**src/rtl/dmem_arbiter.sv**
```systemverilog
// dmem_arbiter: shares one single-port, byte-addressed data memory between the core MEM stage
// (port C) and a debug/bench port (port D).
//
// Each cycle at most one requester is granted. The grant drives the memory strobe, word address,
// byte enables and lane-replicated store data in the same cycle. Load data returns one cycle after
// the grant, extracted from the addressed lanes and sign- or zero-extended according to funct3.
// A misaligned access or an illegal funct3 is still granted, but the memory is left untouched.
// err then pulses for one cycle, and a load also returns rvalid with zero data.
//
// Configuration macro: DMEM_ARB_RR_EN
//   defined   : round-robin between C and D on conflict (MAX_WAIT unused)
//   undefined : C has fixed priority; D takes priority after MAX_WAIT consecutive denied cycles
//
// Ports:
//   clk, rst                 clock, synchronous active-high reset
//   c_*/d_* req,we,f3,addr,wdata   requester inputs (f3: 000 B, 001 H, 010 W, 100 BU, 101 HU)
//   c_gnt/d_gnt              combinational grant
//   c_rvalid/d_rvalid        load data valid, one cycle after grant
//   c_rdata/d_rdata          extended load data
//   c_stall                  core request not granted this cycle
//   m_en,m_we,m_be,m_addr,m_wdata   memory request
//   m_rdata                  memory read word, valid one cycle after m_en
//   err                      one-cycle pulse after a misaligned or illegal access
module dmem_arbiter #(
  parameter int unsigned ADDR_W   = 32,
  parameter int unsigned MAX_WAIT = 4
) (
  input  logic              clk,
  input  logic              rst,
  input  logic              c_req,
  input  logic              c_we,
  input  logic [2:0]        c_f3,
  input  logic [ADDR_W-1:0] c_addr,
  input  logic [31:0]       c_wdata,
  input  logic              d_req,
  input  logic              d_we,
  input  logic [2:0]        d_f3,
  input  logic [ADDR_W-1:0] d_addr,
  input  logic [31:0]       d_wdata,
  output logic              c_gnt,
  output logic              d_gnt,
  output logic              c_rvalid,
  output logic              d_rvalid,
  output logic [31:0]       c_rdata,
  output logic [31:0]       d_rdata,
  output logic              c_stall,
  output logic              m_en,
  output logic              m_we,
  output logic [3:0]        m_be,
  output logic [ADDR_W-3:0] m_addr,
  output logic [31:0]       m_wdata,
  input  logic [31:0]       m_rdata,
  output logic              err
);

  logic d_win;

`ifdef DMEM_ARB_RR_EN
  // rr_last_q: 1 = D was granted last, 0 = C was granted last.
  logic rr_last_q, rr_last_d;

  assign d_win = d_req & (~c_req | ~rr_last_q);

  always_comb begin
    rr_last_d = rr_last_q;
    if (c_gnt) begin
      rr_last_d = 1'b0;
    end else if (d_gnt) begin
      rr_last_d = 1'b1;
    end
  end

  always_ff @(posedge clk) begin
    if (rst) begin
      rr_last_q <= 1'b1;
    end else begin
      rr_last_q <= rr_last_d;
    end
  end
`else
  localparam int unsigned CntW = $clog2(MAX_WAIT + 1);

  logic [CntW-1:0] wait_cnt_q, wait_cnt_d;
  logic            d_aged;

  assign d_aged = (wait_cnt_q == CntW'(MAX_WAIT));
  assign d_win  = d_req & (~c_req | d_aged);

  // Counts consecutive denied cycles of D, saturating so D keeps priority once aged.
  always_comb begin
    wait_cnt_d = '0;
    if (d_req && !d_gnt) begin
      wait_cnt_d = d_aged ? wait_cnt_q : wait_cnt_q + CntW'(1);
    end
  end

  always_ff @(posedge clk) begin
    if (rst) begin
      wait_cnt_q <= '0;
    end else begin
      wait_cnt_q <= wait_cnt_d;
    end
  end
`endif

  // Grants are suppressed during reset so every output is quiet while rst is high.
  assign d_gnt   = d_win & ~rst;
  assign c_gnt   = c_req & ~d_win & ~rst;
  assign c_stall = c_req & ~c_gnt & ~rst;

  // Winner's request; zero when nothing is granted.
  logic              any_gnt;
  logic              sel_we;
  logic [2:0]        sel_f3;
  logic [ADDR_W-1:0] sel_addr;
  logic [31:0]       sel_wdata;
  logic [1:0]        sel_off;

  assign any_gnt = c_gnt | d_gnt;

  always_comb begin
    sel_we    = 1'b0;
    sel_f3    = 3'b000;
    sel_addr  = '0;
    sel_wdata = '0;
    if (d_gnt) begin
      sel_we    = d_we;
      sel_f3    = d_f3;
      sel_addr  = d_addr;
      sel_wdata = d_wdata;
    end else if (c_gnt) begin
      sel_we    = c_we;
      sel_f3    = c_f3;
      sel_addr  = c_addr;
      sel_wdata = c_wdata;
    end
  end

  assign sel_off = sel_addr[1:0];

  logic       illegal;
  logic [3:0] be;

  always_comb begin
    illegal = 1'b0;
    unique case (sel_f3)
      3'b000, 3'b100: illegal = 1'b0;
      3'b001, 3'b101: illegal = sel_off[0];
      3'b010:         illegal = (sel_off != 2'b00);
      default:        illegal = 1'b1;
    endcase
  end

  always_comb begin
    be      = 4'b1111;
    m_wdata = sel_wdata;
    unique case (sel_f3[1:0])
      2'b00: begin
        be      = 4'b0001 << sel_off;
        m_wdata = {4{sel_wdata[7:0]}};
      end
      2'b01: begin
        be      = 4'b0011 << sel_off;
        m_wdata = {2{sel_wdata[15:0]}};
      end
      default: begin
        be      = 4'b1111;
        m_wdata = sel_wdata;
      end
    endcase
  end

  assign m_en   = any_gnt & ~illegal;
  assign m_we   = m_en & sel_we;
  assign m_be   = m_en ? be : 4'b0000;
  assign m_addr = sel_addr[ADDR_W-1:2];

  // Read-return record: who owns the data arriving next cycle and how to extract it.
  logic       rd_valid_q, rd_valid_d;
  logic       rd_owner_q, rd_owner_d; // 1 = D
  logic [2:0] rd_f3_q, rd_f3_d;
  logic [1:0] rd_off_q, rd_off_d;
  logic       rd_err_q, rd_err_d;
  logic       err_q, err_d;

  always_comb begin
    rd_valid_d = any_gnt & ~sel_we;
    rd_owner_d = d_gnt;
    rd_f3_d    = sel_f3;
    rd_off_d   = sel_off;
    rd_err_d   = illegal;
    err_d      = any_gnt & illegal;
  end

  always_ff @(posedge clk) begin
    if (rst) begin
      rd_valid_q <= 1'b0;
      rd_owner_q <= 1'b0;
      rd_f3_q    <= 3'b000;
      rd_off_q   <= 2'b00;
      rd_err_q   <= 1'b0;
      err_q      <= 1'b0;
    end else begin
      rd_valid_q <= rd_valid_d;
      rd_owner_q <= rd_owner_d;
      rd_f3_q    <= rd_f3_d;
      rd_off_q   <= rd_off_d;
      rd_err_q   <= rd_err_d;
      err_q      <= err_d;
    end
  end

  logic [31:0] lane;
  logic [31:0] rdata_ext;
  logic        rvalid_live;

  assign lane = m_rdata >> {rd_off_q, 3'b000};

  always_comb begin
    rdata_ext = m_rdata;
    unique case (rd_f3_q)
      3'b000:  rdata_ext = {{24{lane[7]}}, lane[7:0]};
      3'b100:  rdata_ext = {24'h000000, lane[7:0]};
      3'b001:  rdata_ext = {{16{lane[15]}}, lane[15:0]};
      3'b101:  rdata_ext = {16'h0000, lane[15:0]};
      default: rdata_ext = m_rdata;
    endcase
    if (rd_err_q) begin
      rdata_ext = '0;
    end
  end

  // A read pending when reset arrives is dropped immediately.
  assign rvalid_live = rd_valid_q & ~rst;
  assign c_rvalid    = rvalid_live & ~rd_owner_q;
  assign d_rvalid    = rvalid_live & rd_owner_q;
  assign c_rdata     = c_rvalid ? rdata_ext : 32'h0;
  assign d_rdata     = d_rvalid ? rdata_ext : 32'h0;
  assign err         = err_q & ~rst;

endmodule

```
**config.mk**
```make
export PLATFORM = sky130hd
export DESIGN_NAME = dmem_arbiter
export DESIGN_NICKNAME = d
export VERILOG_FILES = /design/src/rtl/dmem_arbiter.sv
export SDC_FILE = /design/constraint.sdc
export NUM_CORES = 1
export LEC_CHECK = 0
export CAP_MARGIN = 20
export CORE_AREA = 2 2 122 124
export DETAILED_ROUTE_END_ITERATION = 10
export DIE_AREA = 0 0 124 126
export GPL_TIMING_DRIVEN = 1
export PLACE_DENSITY = 0.63
export SKIP_LAST_GASP = 1
export SYNTH_ARGS = -nofsm -noshare
export SYNTH_HDL_FRONTEND = slang
export SYNTH_SLANG_ARGS = --single-unit
```
**constraint.sdc**
```tcl
create_clock -name clk -period 2.35 [get_ports clk]
set_input_delay 0.47 -clock clk [delete_from_list [all_inputs] [get_ports clk]]
set_output_delay 0.47 -clock clk [all_outputs]
set_load 0.01 [all_outputs]
```
# ---- Yosys cells after proc, flatten, opt, wreduce, memory -nomap -nowiden
# Index checks and enable logic that the tools add are counted.
dict set report word_totals {
  output_inout_bits 138
  ff_bits 12
}
dict set report classes {
  shift 3
  bitwise_logic 24
  n_addsub 1
  eq_ne 9
  n_mux 16
  reduce_logical 9
}
# op n
set ops {}
lappend ops {{32-bit 2-to-1 mux} 7}
lappend ops {{32-bit one-hot mux with 4 select lines} 1}
lappend ops {{32-bit one-hot mux with 2 select lines} 1}
lappend ops {{32-bit by 5-bit right shift with 16-bit output} 1}
lappend ops {{3-bit equality test, second input constant} 5}
lappend ops {{1-bit bitwise AND} 14}
lappend ops {{1-bit inverter} 8}
lappend ops {{4-bit one-hot mux with 2 select lines} 1}
lappend ops {{3-bit by 1-bit equality test with 1-bit output, second input constant} 2}
lappend ops {{3-bit logical NOT} 2}
lappend ops {{3-bit 2-to-1 mux} 2}
lappend ops {{2-bit OR reduction} 3}
lappend ops {{4-bit 2-to-1 mux} 1}
lappend ops {{1-bit by 2-bit left shift with 4-bit output, first input constant} 1}
lappend ops {{2-bit by 2-bit left shift with 4-bit output, first input constant} 1}
lappend ops {{3-bit by 1-bit adder with 3-bit output, second input constant} 1}
lappend ops {{3-bit by 2-bit equality test with 1-bit output, second input constant} 1}
lappend ops {{1-bit one-hot mux with 3 select lines} 1}
lappend ops {{2-bit by 1-bit equality test with 1-bit output, second input constant} 1}
lappend ops {{2-bit logical NOT} 1}
lappend ops {{1-bit 2-to-1 mux} 2}
lappend ops {{1-bit bitwise OR} 2}
lappend ops {{2-bit nonzero test} 1}
lappend ops {{1-bit logical AND} 1}
lappend ops {{1-bit logical NOT} 1}

# ---- Depth between registers and ports, before layout
dict set report logic_depth {
  depth_word 14
  ltp_mapped 10
}

# ---- Least setup slack after synthesis
# Ideal clock, no wire load.
dict set report synth_path {
  path_type {register to output}
  startpoint {register wait_cnt_q[0]}
  endpoint {output m_wdata[30]}
  arrival_ps 2011
  n_path_buf 3
  setup_slack_ps -131
  path_stages_with_launch 10
  t_required_ps 1880
  path_cell_list {dfxtp_1 -> inv_1 -> ha_1 -> nand3_1 -> and3b_1 -> clkbuf_1 -> clkbuf_1 -> clkbuf_1 -> a22oi_1 -> o22ai_1}
}
dict set report synth_between {
  elab_chain_len 10
  elab_cells_between_ends 14
  classes_between {eq/ne: 2; mux: 5; bitwise: 6; reduce/logical: 1}
}
# item line
set synth_rtl {}
lappend synth_rtl {{from (decl)} 83} ;# logic [CntW-1:0] wait_cnt_q, wait_cnt_d;
lappend synth_rtl {{from (signal assigned)} 101} ;# wait_cnt_q <= wait_cnt_d;
lappend synth_rtl {{3-bit equality test *} 86} ;# assign d_aged = (wait_cnt_q == CntW'(MAX_WAIT));
lappend synth_rtl {{1-bit bitwise OR *} 87} ;# assign d_win = d_req & (~c_req | d_aged);
lappend synth_rtl {{1-bit bitwise AND *} 87}
lappend synth_rtl {{1-bit inverter} 108} ;# assign c_gnt = c_req & ~d_win & ~rst;
lappend synth_rtl {{1-bit bitwise AND (2 in series)} 108}
lappend synth_rtl {{3-bit 2-to-1 mux} 131} ;# end else if (c_gnt) begin
lappend synth_rtl {{3-bit 2-to-1 mux} 126} ;# if (d_gnt) begin
lappend synth_rtl {{2-bit by 1-bit equality test with 1-bit output / 2-bit logical NOT (equally long branches)} 157} ;# unique case (sel_f3[1:0])
lappend synth_rtl {{32-bit one-hot mux with 2 select lines *} 157}
lappend synth_rtl {{to (decl)} 51} ;# output logic [31:0] m_wdata,
# Mark *: on every way between the ends. The rest lies on a longest branch, timed or not.

# ---- Worst setup path in the final report
dict set report layout_path {
  startpoint {input d_req}
  endpoint {output m_wdata[24]}
}
dict set report layout_between {
  elab_chain_len 8
  elab_cells_between_ends 12
  classes_between {eq/ne: 1; mux: 5; bitwise: 5; reduce/logical: 1}
}
# item line
set layout_rtl {}
lappend layout_rtl {{from (decl)} 35} ;# input logic d_req,
lappend layout_rtl {{1-bit bitwise AND *} 87}
lappend layout_rtl {{1-bit inverter} 108}
lappend layout_rtl {{1-bit bitwise AND (2 in series)} 108}
lappend layout_rtl {{3-bit 2-to-1 mux} 131}
lappend layout_rtl {{3-bit 2-to-1 mux} 126}
lappend layout_rtl {{2-bit by 1-bit equality test with 1-bit output / 2-bit logical NOT (equally long branches)} 157}
lappend layout_rtl {{32-bit one-hot mux with 2 select lines *} 157}
# Marks and branches as above.

==> impl_metrics.ini <==
[run_status]
status = finished with violations
violations = negative setup slack

[sta]
setup_viol = 108
finClkSkew_ns = 0.00125
finalHoldViolCount = 0
fin_crit_sh_pct = 112
whs_ns = 0.522
max-slew-margin-rel_pct = 65.0
rsz0062_at_grt = true
layout_setup_ws_ns = -0.283
tightest_slew_ns = 0.525
finalCriticalPeriod_ns = 2.63
slew_viol_final = 0
fmax_mhz = 380

[worst_setup_path]
rr_startpoint = wait_cnt_q[1]
cp.arrival_ns = 2.16
cp-start-kind = input pin
reg2regPathDepth = 15
criticalPathCategory = in -> out
cp.required_ns = 1.88
worstPathMaxFanout = 7
r2r_slack_ns = 0.12
worst_r2r_endpoint = rd_err_q
end_kind = output pin

[detailed_routing]
drc = 0
via_count = 5018
wire_per_inst_um = 19.6
detail_route.first_pass.iterations = 8
postRouteAntennaNets = 0
finalWirelength_um = 19600
via_per_inst = 5.00
drt_iter0_drc = 263

[synth]
synth_enable_flop_cells = 0
synth_ff_type = dfxtp_1
synth_fp_nets = 592
syn_avg_cell_area_um2 = 6.50
yosysWarnings = 0
ys_types = 50
netlist_area_um2 = 2720
ys_ff_latch = 12
syn_inst = 418
ys_async_sr_fraction_pct = 0
ys_seq_area_share_pct = 8.84

[place]
place.gp.congestion = 0.997
port_buffers = 309
dpl-instance-area_um2 = 6460
hpwl_um = 15000

[cts]
cts_tree = built
cts_num_sinks = 12
cts_buffer_depth = 2
cts_hold_buf = 0
htree_levels = 1
cts.reportedPaths.clkPinSlew_ns = 0.04
clockRootBuffer = clkbuf_16
insertion_delay_ns = 0.24
numCtsBuffers = 3

[hold_path]
hp-start = wait_cnt_q[0]
hold_class = reg -> reg
min_path_cells = 2
hold_end = wait_cnt_q[0]

[job]
drv_cap = 0

[finish]
finish.instance_area_um2 = 7670
num-nets-final = 990
final_cell_mix = clkdlybuf4s50_1, buf_4, buf_2
syn_to_final_growth_pct = 182
num-fill-cells = 1331
layout-drive-gt1-share_pct = 51.2
final_common_cell = clkdlybuf4s50_1
finalCoreUtilization_pct = 53.6

[global_routing]
use_met2_pct = 47.2
grt.met3_usage_pct = 5.89
antenna_found_initial = 7
met1_usage_pct = 22.2
grt_pass1_vias = 5183
grt_first_pass_wirelength_um = 28100
grt_busiest_layer = met2
gr-total-overflow = 0
grt_use_total_pct = 23.3
grt_max_degree = 19

[floorplan]
core-area_um2 = 14300
fp.dieH_um = 126
start_util_pct = 19.0
num_io_pins = 310
chipWidth_um = 124
die_area_um2 = 15600
rows = 44

[power_and_ir_drop]
leakage_uw = 0.00367
vdd_ir_drop_max_uv = 167
powerDensity_nw_per_um2 = 261
-- worst max path at each step --
| stage | cells after the start | from | endpoint | slack, ns |
|---|---|---|---|---|
| floorplan | 9 | wait_cnt_q[0] | m_addr[10] | -0.03 |
| global placement | 8 | rst | m_wdata[24] | -1.05 |
| detailed placement | 8 | m_rdata[15] | c_rdata[8] | -1.08 |
| CTS | 7 | rd_off_q[1] | d_rdata[20] | -0.26 |
| global route | 10 | wait_cnt_q[0] | m_wdata[24] | -0.33 |
| finish | 10 | d_req | m_wdata[24] | -0.28 |
-- worst max-delay path, stage by stage --
cell and delay, ns:
clkdlybuf4s15_2 0.27, nand2b_4 0.13, nor2_4 0.23, a22oi_2 0.13, buf_6 0.17, buf_12 0.13, buf_8 0.13, buf_4 0.14
o22ai_2 0.20, buf_2 0.17
-- per-layer routing --
metal	share of wire [%]	routed length, µm
met5	0.19	38
met4	2.9	576
met3	9.1	1790
met2	55	10800
met1	33	6420
-- cell type report --
cell class	instances	area [µm²]	area share, %
Timing Repair Buffer	460	4130	53.8
Multi-Input combinational cell	327	2900	37.8
Sequential cell	12	245	3.20
Tap cell	184	230	3.00
Clock buffer	4	88.8	1.16
Inverter	11	53.8	0.701
Timing Repair inverter	1	11.3	0.147
Antenna cell	4	10.0	0.131
-- metrics by stage --
stage | power, µW | setup WS (ns) | setup TNS [ns] | cells
floorplan | 662 | -0.0350 | -0.763 | 418
global placement | 1390 | -1.05 | -104.39 | 938
detailed placement | 1400 | -1.08 | -107.12 | 938
CTS | 1890 | -0.264 | -12.24 | 995
global route | 2100 | -0.334 | -21.88 | 1001
finish | 2000 | -0.283 | -14.08 | 1003
-- where the power goes --
group,leakage (µW),internal [µW],switching (µW)
Clock,0.0000442,257,88.8
Sequential,0.000100,216,9.01
Combinational,0.00352,799,633
Total,0.00367,1270,731
-- cells in the mapped netlist, drive strengths merged, types with 2 or more instances --
cell type | number | area, µm²
nor3b | 2 | 15.0
o22ai | 9 | 56.3
dfxtp | 12 | 240
a222oi | 8 | 80.1
nand2b | 3 | 18.8
nand2 | 44 | 165
o21ai | 19 | 95.1
nor4 | 3 | 25.0
mux2i | 10 | 100
nand3 | 5 | 25.0
a21o | 16 | 120
nor2 | 77 | 292
a22oi | 12 | 100
ha | 2 | 25.0
a21oi | 12 | 60.1
a22o | 39 | 342
inv | 10 | 37.5
buf | 49 | 319
nor2b | 5 | 31.3
clkbuf | 20 | 75.1
nand3b | 2 | 15.0
or2 | 2 | 12.5
a221oi | 23 | 201
nor3 | 9 | 45.0
o221ai | 7 | 61.3
-- kinds of logic after synthesis --
family                   share of synthesized area (%)
AO/OA/AOI/OAI                                     43.0
buffers and inverters                             16.0
flip-flops                                        8.84
multiplexers                                      4.51
AND/OR/NAND/NOR                                   26.7
adder cells (fa/ha/maj)                          0.921
-- repair_timing --
item                                    CTS  global route
gates cloned                              8             0
pin swaps                                55            37
setup buffers                            48            12
endpoints found under the setup margin  138           133
resized for setup                       693           118
hold endpoints to repair                  0             0
-- sequential cells by signal, summed over array words and instances (netlist names) --
signal	cells
rd_err_q	1
rd_f3_q	3
rd_valid_q	1
err_q	1
rd_off_q	2
wait_cnt_q	3
rd_owner_q	1
Note: power is estimated with default switching activity, not from simulation.
